<file path="src/rtl/cpu_pkg.sv">
// cpu_pkg: shared widths, fetch queue entry type and a saturating counter helper.
package cpu_pkg;
   localparam int IMEM_AW = 30;
   localparam int INST_W  = 32;
   localparam logic [INST_W-1:0] INST_NOP = 32'h0000_0000;
   typedef struct packed {
      logic [IMEM_AW-1:0] pc;
      logic [INST_W-1:0]  inst;
   } fetch_entry_t;
   function automatic logic [31:0] sat_inc(input logic [31:0] v, input logic en);
      return (en && v != 32'hFFFF_FFFF) ? v + 32'd1 : v;
   endfunction
endpackage

</file>
<file path="src/rtl/fetch_queue.sv">
// fetch_queue: power-of-two FIFO of fetch entries; flush wins over push/pop.
module fetch_queue
   import cpu_pkg::*;
#(
   parameter int QDEPTH = 2
) (
   input  logic                   clk,
   input  logic                   rst,
   input  logic                   push,
   input  logic                   pop,
   input  logic                   flush,
   input  fetch_entry_t           din,
   output logic [$clog2(QDEPTH):0] count,
   output fetch_entry_t           head
);
   localparam int PW = $clog2(QDEPTH);
   logic [PW-1:0] rd_q, rd_d, wr_q, wr_d;
   logic [PW:0]   count_q, count_d;
   fetch_entry_t  mem_q [QDEPTH];
   fetch_entry_t  mem_d [QDEPTH];
   always_comb begin
      mem_d = mem_q;
      if (push && !flush) mem_d[wr_q] = din;
      rd_d    = flush ? '0 : rd_q + PW'(pop);
      wr_d    = flush ? '0 : wr_q + PW'(push);
      count_d = flush ? '0 : count_q + (PW+1)'(push) - (PW+1)'(pop);
   end
   always_ff @(posedge clk or negedge rst) begin
      if (!rst) begin
         rd_q    <= '0;
         wr_q    <= '0;
         count_q <= '0;
         for (int i = 0; i < QDEPTH; i++) mem_q[i] <= '{pc: '0, inst: INST_NOP};
      end else begin
         rd_q    <= rd_d;
         wr_q    <= wr_d;
         count_q <= count_d;
         mem_q   <= mem_d;
      end
   end
   assign count = count_q;
   assign head  = mem_q[rd_q];
endmodule

</file>
<file path="src/rtl/imem_fetch.sv">
// imem_fetch: instruction fetch controller feeding decode from a sync-read ROM.
// Define IMEM_FETCH_PERF_EN to add saturating stall/redirect/fetch counters.
module imem_fetch
   import cpu_pkg::*;
#(
   parameter logic [IMEM_AW-1:0] RESET_PC = 30'h0,
   parameter int                 QDEPTH   = 2
) (
   input  logic               clk,
   input  logic               rst,
   output logic [IMEM_AW-1:0] imem_addr,
   input  logic [INST_W-1:0]  imem_inst,
   output logic               fetch_valid,
   input  logic               fetch_ready,
   output logic [IMEM_AW-1:0] fetch_pc,
   output logic [INST_W-1:0]  fetch_inst,
   input  logic               redirect_valid,
   input  logic [IMEM_AW-1:0] redirect_pc
`ifdef IMEM_FETCH_PERF_EN
   ,
   output logic [31:0]        perf_stall_cyc,
   output logic [31:0]        perf_redirects,
   output logic [31:0]        perf_fetched
`endif
);
   logic [IMEM_AW-1:0]      nxt_q, nxt_d, req_pc_q, req_pc_d;
   logic                    inflight_q, inflight_d;
   logic                    pop, push, space, issue;
   logic [$clog2(QDEPTH):0] count;
   fetch_entry_t            head;
   assign fetch_valid = count != '0;
   // An in-flight word already owns a queue slot, so issue only when it still fits.
   always_comb begin
      pop        = fetch_valid & fetch_ready;
      space      = (32'(count) + 32'(inflight_q) - 32'(pop)) < 32'(QDEPTH);
      issue      = redirect_valid | space;
      imem_addr  = (rst & redirect_valid) ? redirect_pc : nxt_q;
      nxt_d      = issue ? imem_addr + IMEM_AW'(1) : nxt_q;
      req_pc_d   = imem_addr;
      inflight_d = issue;
      push       = inflight_q & ~redirect_valid;
   end
   always_ff @(posedge clk or negedge rst) begin
      if (!rst) begin
         nxt_q      <= RESET_PC;
         req_pc_q   <= RESET_PC;
         inflight_q <= 1'b0;
      end else begin
         nxt_q      <= nxt_d;
         req_pc_q   <= req_pc_d;
         inflight_q <= inflight_d;
      end
   end
   fetch_queue #(.QDEPTH(QDEPTH)) u_queue (
      .clk   (clk),
      .rst   (rst),
      .push  (push),
      .pop   (pop),
      .flush (redirect_valid),
      .din   ('{pc: req_pc_q, inst: imem_inst}),
      .count (count),
      .head  (head)
   );
   assign fetch_pc   = head.pc;
   assign fetch_inst = head.inst;
`ifdef IMEM_FETCH_PERF_EN
   logic [31:0] stall_q, stall_d, redir_q, redir_d, fetched_q, fetched_d;
   always_comb begin
      stall_d   = sat_inc(stall_q, fetch_valid & ~fetch_ready);
      redir_d   = sat_inc(redir_q, redirect_valid);
      fetched_d = sat_inc(fetched_q, pop & ~redirect_valid);
   end
   always_ff @(posedge clk or negedge rst) begin
      if (!rst) begin
         stall_q   <= '0;
         redir_q   <= '0;
         fetched_q <= '0;
      end else begin
         stall_q   <= stall_d;
         redir_q   <= redir_d;
         fetched_q <= fetched_d;
      end
   end
   assign perf_stall_cyc = stall_q;
   assign perf_redirects = redir_q;
   assign perf_fetched   = fetched_q;
`endif
endmodule

</file>
<file path="config.mk">
export PLATFORM = sky130hd
export DESIGN_NAME = imem_fetch
export DESIGN_NICKNAME = d
export VERILOG_FILES = /design/src/rtl/cpu_pkg.sv /design/src/rtl/fetch_queue.sv /design/src/rtl/imem_fetch.sv
export SDC_FILE = /design/constraint.sdc
export NUM_CORES = 1
export LEC_CHECK = 0
export ABC_AREA = 1
export BUFFER_PORTS_ARGS = -buffer_cell sky130_fd_sc_hd__buf_2
export CAP_MARGIN = 40
export CORE_UTILIZATION = 50
export CTS_CLUSTER_DIAMETER = 60
export CTS_CLUSTER_SIZE = 30
export DETAILED_ROUTE_END_ITERATION = 7
export PLACE_DENSITY = 0.81
export SLEW_MARGIN = 20
export SYNTH_ARGS = -nofsm -noshare
export SYNTH_HDL_FRONTEND = slang
export SYNTH_SLANG_ARGS = --single-unit
</file>
<file path="constraint.sdc">
create_clock -name clk -period 2.1 [get_ports clk]
set_input_delay 0.105 -clock clk [delete_from_list [all_inputs] [get_ports clk]]
set_output_delay 0.105 -clock clk [all_outputs]
set_load 0.005 [all_outputs]
</file>
* After elaboration in Yosys (flattened, before gate mapping)
Index checks and enable logic that the tools add are counted.
Storage, ports and cells: output and inout bits 93, word-level logic and storage cells 42, register bits after elaboration 189, input port bits 66
Operators by class: reductions and logical operators 4, mux-type cells 10, $lt $le $gt $ge 4, bitwise logic cells 7, add/subtract/negate cells 7
Operators with widths (count):
- 62-bit two-way mux | 4
- 124-bit bitwise mux | 1
- 62-bit demux with 1-bit select | 1
- 32-bit by 2-bit < comparator with 1-bit output, second input constant | 1
- 30-bit by 1-bit adder with 30-bit output, second input constant | 1
- 30-bit two-way mux | 1
- 2-bit >= comparator, second input constant | 2
- 1-bit inverter with 2-bit output | 2
- 3-bit by 1-bit subtractor with 4-bit output | 1
- 2-bit by 1-bit adder with 3-bit output | 1
- 1-bit bitwise AND | 3
- 1-bit adder | 2
- 2-bit by 1-bit adder with 2-bit output | 1
- 1-bit logical AND | 2
- 2-bit by 1-bit < comparator with 1-bit output, second input constant | 1
- 1-bit two-way mux | 2
- 2-bit two-way mux | 1
- 2-bit nonzero test | 1
- 2-bit by 1-bit subtractor with 2-bit output | 1
- 1-bit zero test | 1
- 1-bit inverter | 1
- 1-bit bitwise OR | 1

* Logic depth before layout (Yosys ltp)
word-level depth 6, gate-level depth with buffers 15, depth with buffers taken out 15

* Cells and area by module
Synthesis repeated with hierarchy kept, for this count alone.
Unflattened totals: cell total of the unflattened synthesis 1016, area total of the unflattened synthesis 8934.8 µm²
Modules (own cells, without submodules):
- fetch_queue | seq. area each 3203.1 µm², instances 1, cells an instance 555, area an instance 5599.1 µm²
- imem_fetch | seq. area each 1526.5 µm², instances 1, cells an instance 461, area an instance 3335.7 µm²

* Worst setup path after synthesis
OpenSTA, ideal clock, no wires.
path kind register to register, start point reg u_queue.count_q[1] (netlist: u_queue.count[1]), end point reg nxt_q[7], clock period less this slack 2314 ps, required time 1964 ps, library setup time 136 ps, stages on the path, launching flop included 15, path buffers 1, arrival time 2178 ps, setup slack -214 ps, path through dfrtp_1 inv_1 nand2_1 nand2_1 inv_1 ha_1 nor2_1 fa_1 nand3_1 o21ai_0 nand2_1 nand2_1 inv_1 clkbuf_1 o21ai_0
Between the ends: word-level cells in the longest chain between the ends 5, elaborated cells on any way between the ends 6, classes of those cells add/sub: 2; order compare: 1; bitwise: 2; reduce/logical: 1
RTL lines:
- start: declaration | line fetch_queue.sv:18 | logic [PW:0] count_q, count_d;
- start signal: assignment | line fetch_queue.sv:37 | count_q <= count_d;
- 2-bit nonzero test | line imem_fetch.sv:31 | assign fetch_valid = count != '0;
- via fetch_valid | line imem_fetch.sv:13 | output logic fetch_valid,
- 1-bit bitwise AND | line imem_fetch.sv:34 | pop = fetch_valid & fetch_ready;
- 3-bit by 1-bit subtractor with 4-bit output | line imem_fetch.sv:35 | space = (32'(count) + 32'(inflight_q) - 32'(pop)) < 32'(QDEPTH);
- 32-bit by 2-bit < comparator with 1-bit output | line imem_fetch.sv:35
- 1-bit bitwise OR | line imem_fetch.sv:36 | issue = redirect_valid | space;
- end signal: assignment | line imem_fetch.sv:49 | nxt_q <= nxt_d;
- end: declaration | line imem_fetch.sv:26 | logic [IMEM_AW-1:0] nxt_q, nxt_d, req_pc_q, req_pc_d;
The timed path passes the listed nets, and every way through them passes these cells. A chain may end at the register's enable or synchronous reset.

* Worst setup path in the final report
start point reg u_queue.count_q[1] (netlist: u_queue.count[1]), end point reg nxt_q[16]
Between the ends: word-level cells in the longest chain between the ends 5, elaborated cells on any way between the ends 6, classes of those cells add/sub: 2; order compare: 1; bitwise: 2; reduce/logical: 1
RTL lines (line):
- branches (longest 2 deep; another with 2-bit by 1-bit adder with 3-bit output)
- 3-bit by 1-bit subtractor with 4-bit output (*) | imem_fetch.sv:35
- 32-bit by 2-bit < comparator with 1-bit output (*) | imem_fetch.sv:35
- 1-bit bitwise OR (*) | imem_fetch.sv:36
Every way passes the cells marked *.

==> out/results.ini <==
[status]
outcome=complete, but fails checks
violations=setup timing

[route]
initialDrtViolationCount=622
drtPass1Iterations=5
drc=0
drtAntennaViolNets=0
avgRoutedWirePerCell_um=14.4
totalWireLength_um=22400
viasPerCell=5.13
route.vias.total=7991

[clock_tree]
clk-insertion-delay-late_ns=0.44
root_buffer=clkbuf_16
clk_pin_slew_ns=0.07
cts_buffer_depth=2
cts_tree=built
clock_sinks=189
numCtsBuffers=17
cts_max_level=4

[pwr]
combPwrFrac_pct=39.9
switchingPower_mw=5.92
sw_frac_of_total_pct=37.6
power_frac_seq_pct=38.2
clkPwrFrac_pct=21.9
peakVddDrop_mv=0.712
power_density_nw_per_um2=1400
power.leakage_nw=5.94
internal-power_mw=9.81

[layout]
syn2layout_area_growth_pct=26.7
n_antenna_cell=0
finalNonFillerCells=1559
nNetsFinal=1393
final_layout_size_suffix_gt1_share_pct=22.4

[yosys]
avgSynthCellArea_um2=7.85
yosysSeqAreaShare_pct=53.4
synth_edf_count=0
syn_inst=1129
ys_async_sr_fraction_pct=100
yosys_warnings=0
syn-num-nets=1201
synth_flop_cell=dfrtp_1
ys_types=30
syn_area_um2=8860
synth_top_area_share_pct=53.4
synth_seq_cells=189
synth_largest_area_cell=dfrtp_1
yosysMostFrequentCell=nand2_1
netlist_top_cells_area=dfrtp_1 (53%), nand2_1 (20%), o21ai_0 (7.6%)
ys_top_cells_by_count=nand2_1 (479), dfrtp_1 (189), o21ai_0 (134)

[global_route]
grt_pass1_wl_um=36400
antenna_found_initial=0
grt_start_max_net_pins=106
grt_pass1_vias=7464
gr-total-overflow=0
grtUsageTotal_pct=25.6

[setup_path]
critPathArrivalTime_ns=2.50
r2r_cells=15
startpoint_type=register
critPathMaxStageDelay_ns=0.57
crit_cells=15
cp.required_ns=2.43
path_buf_inv=5
path_cells=inv_2 -> nand2_2 -> nand2_2 -> inv_2 -> ha_4 -> nor2_4 -> fa_2 -> inv_2 -> nand2_2 -> nand2_4 -> inv_8 -> buf_12 -> nor2_4 -> nand2_2 -> nand2_1
crit_type=reg2reg
timing.critical_path.mode_cell=nand2_2
slowest_stage=fa_2
path_max_fanout=8
path_delay_family=adder cells
cp-end-kind=register

[timing]
finalSetupViolations=29
fin_ws_ns=-0.0675
timing.fmax_mhz=461
max_slew_margin_pct=63.8
clock_skew_ns=0.00815
finalCriticalPeriod_ns=2.17
setup_tns_ns=-0.604
worst_pin_slew_ns=0.543
hold_viol=0
holdWs_ns=0.0126
finalCritPeriodShare_pct=103
slew_viol_final=0
rsz0062_at_grt=true

[floorplan]
die_x_um=135
dieArea_um2=18300
core_um2=17300
rows=48
dieHeight_um=135
initial_core_util_pct=51.2
boundaryPins=159

[placed_design]
gp_congestion=0.883
hpwlAfterDp_um=14000
port_buffers=158
dp.cells=1479

[min_path]
hold_depth=3
hp-class=in2reg

[flow_run]
drv_cap=0

==> power by group through the flow <==
stage | clock (mW) | sequential (mW) | combinational (mW)
5_1_grt | 3.66 | 6.17 | 7.07
6_report | 3.44 | 6.01 | 6.28
3_3_place_gp | 0 | 5.97 | 5.45
2_1_floorplan | 0 | 5.82 | 3.65
3_5_place_dp | 0 | 6.02 | 5.65
4_1_cts | 3.51 | 5.98 | 6.26
==> tightest hold or removal path: cells and delay by family <==
kind                   cells  cell delay [ns]
buffers and inverters      1             0.07
AND/OR/NAND/NOR            2             0.22
==> through the flow <==
step / setup WS [ns] / area, µm² / utilization, % / total power, mW
after global routing: -0.165 / 11200 / 64.9 / 16.9
after CTS: -0.103 / 11200 / 64.8 / 15.7
after floorplan: 0.00413 / 8910 / - / 9.47
after global placement: -0.0715 / 9990 / 57.8 / 11.4
after detailed placement: -0.125 / 9990 / 57.8 / 11.7
final: -0.0675 / 11200 / 64.9 / 15.7
==> state kept, by name, summed over array words and instances (netlist names) <==
signal / cells
u_queue.wr_q: 1
inflight_q: 1
u_queue.count: 2
nxt_q: 30
req_pc_q: 30
u_queue.mem_q: 124
u_queue.rd_q: 1
==> cell usage in the layout (no fill, tap or decap), types with 3 or more instances in the layout <==
master,instances
nand3_2,7
nor2_2,9
nand2_1,468
clkbuf_16,17
o21bai_1,3
nand2_2,42
o21ai_0,129
nor2_4,7
clkinv_2,4
buf_12,13
clkbuf_8,3
buf_4,12
nor2_1,36
inv_2,6
ha_1,4
bufinv_16,4
nand2_4,3
o21ai_1,4
clkinv_4,3
dfrtp_1,188
dlygate4sd3_1,44
nand3_1,59
buf_2,157
o21ai_2,3
inv_1,90
==> routing by layer <==
layer,vias to the layer above,GRT usage (%),wire (µm)
met3,36,4.99,1540
met4,0,9.30,475
met2,327,41.3,10600
met5,-,0,0
met1,3744,34.4,9820
li1,3884,-,-
==> final timing paths <==
check / startpoint / end / slack (ns)
worst max-delay path: u_queue.count[1] / nxt_q[16] / -0.07
worst min-delay path: redirect_pc[13] / req_pc_q[13] / 0.01
worst max register to register: u_queue.count[1] / nxt_q[16] / -0.07
worst min register to register: u_queue.mem_q[52] / u_queue.mem_q[52] / 0.48
max in group asynchronous: rst / u_queue.rd_q / 1.06
min in group asynchronous: rst / req_pc_q[8] / 0.31
==> area by class of cell <==
class | count | area (µm²)
fill | 1390 | 6070
multi-input combinational | 787 | 3580
clock buffer | 19 | 453
sequential | 189 | 4730
inverter | 98 | 377
timing repair buffer | 228 | 1620
clock inverter | 13 | 186
tap | 225 | 282
==> what timing repair did <==
item / CTS / global route
endpoints found under the hold margin: 155 / 32
pin swaps: 2 / 9
gates resized for setup: 21 / 10
hold buffers: 44 / 2
endpoints found under the setup margin: 30 / 30
buffers inserted: 1 / 1
cloned: 2 / 0
==> logic make-up (layout without fill, tap and decap cells) <==
kind of cell | after synthesis | after routing | synth area share, %
flops | 189 | 189 | 53.4
fa+ha+maj | 6 | 6 | 0.932
simple gates | 636 | 636 | 29.8
buf+inv | 153 | 358 | 7.41
compound gates | 142 | 142 | 8.13
xor+xnor | 3 | 3 | 0.297
(Power assumes the default switching activity.)
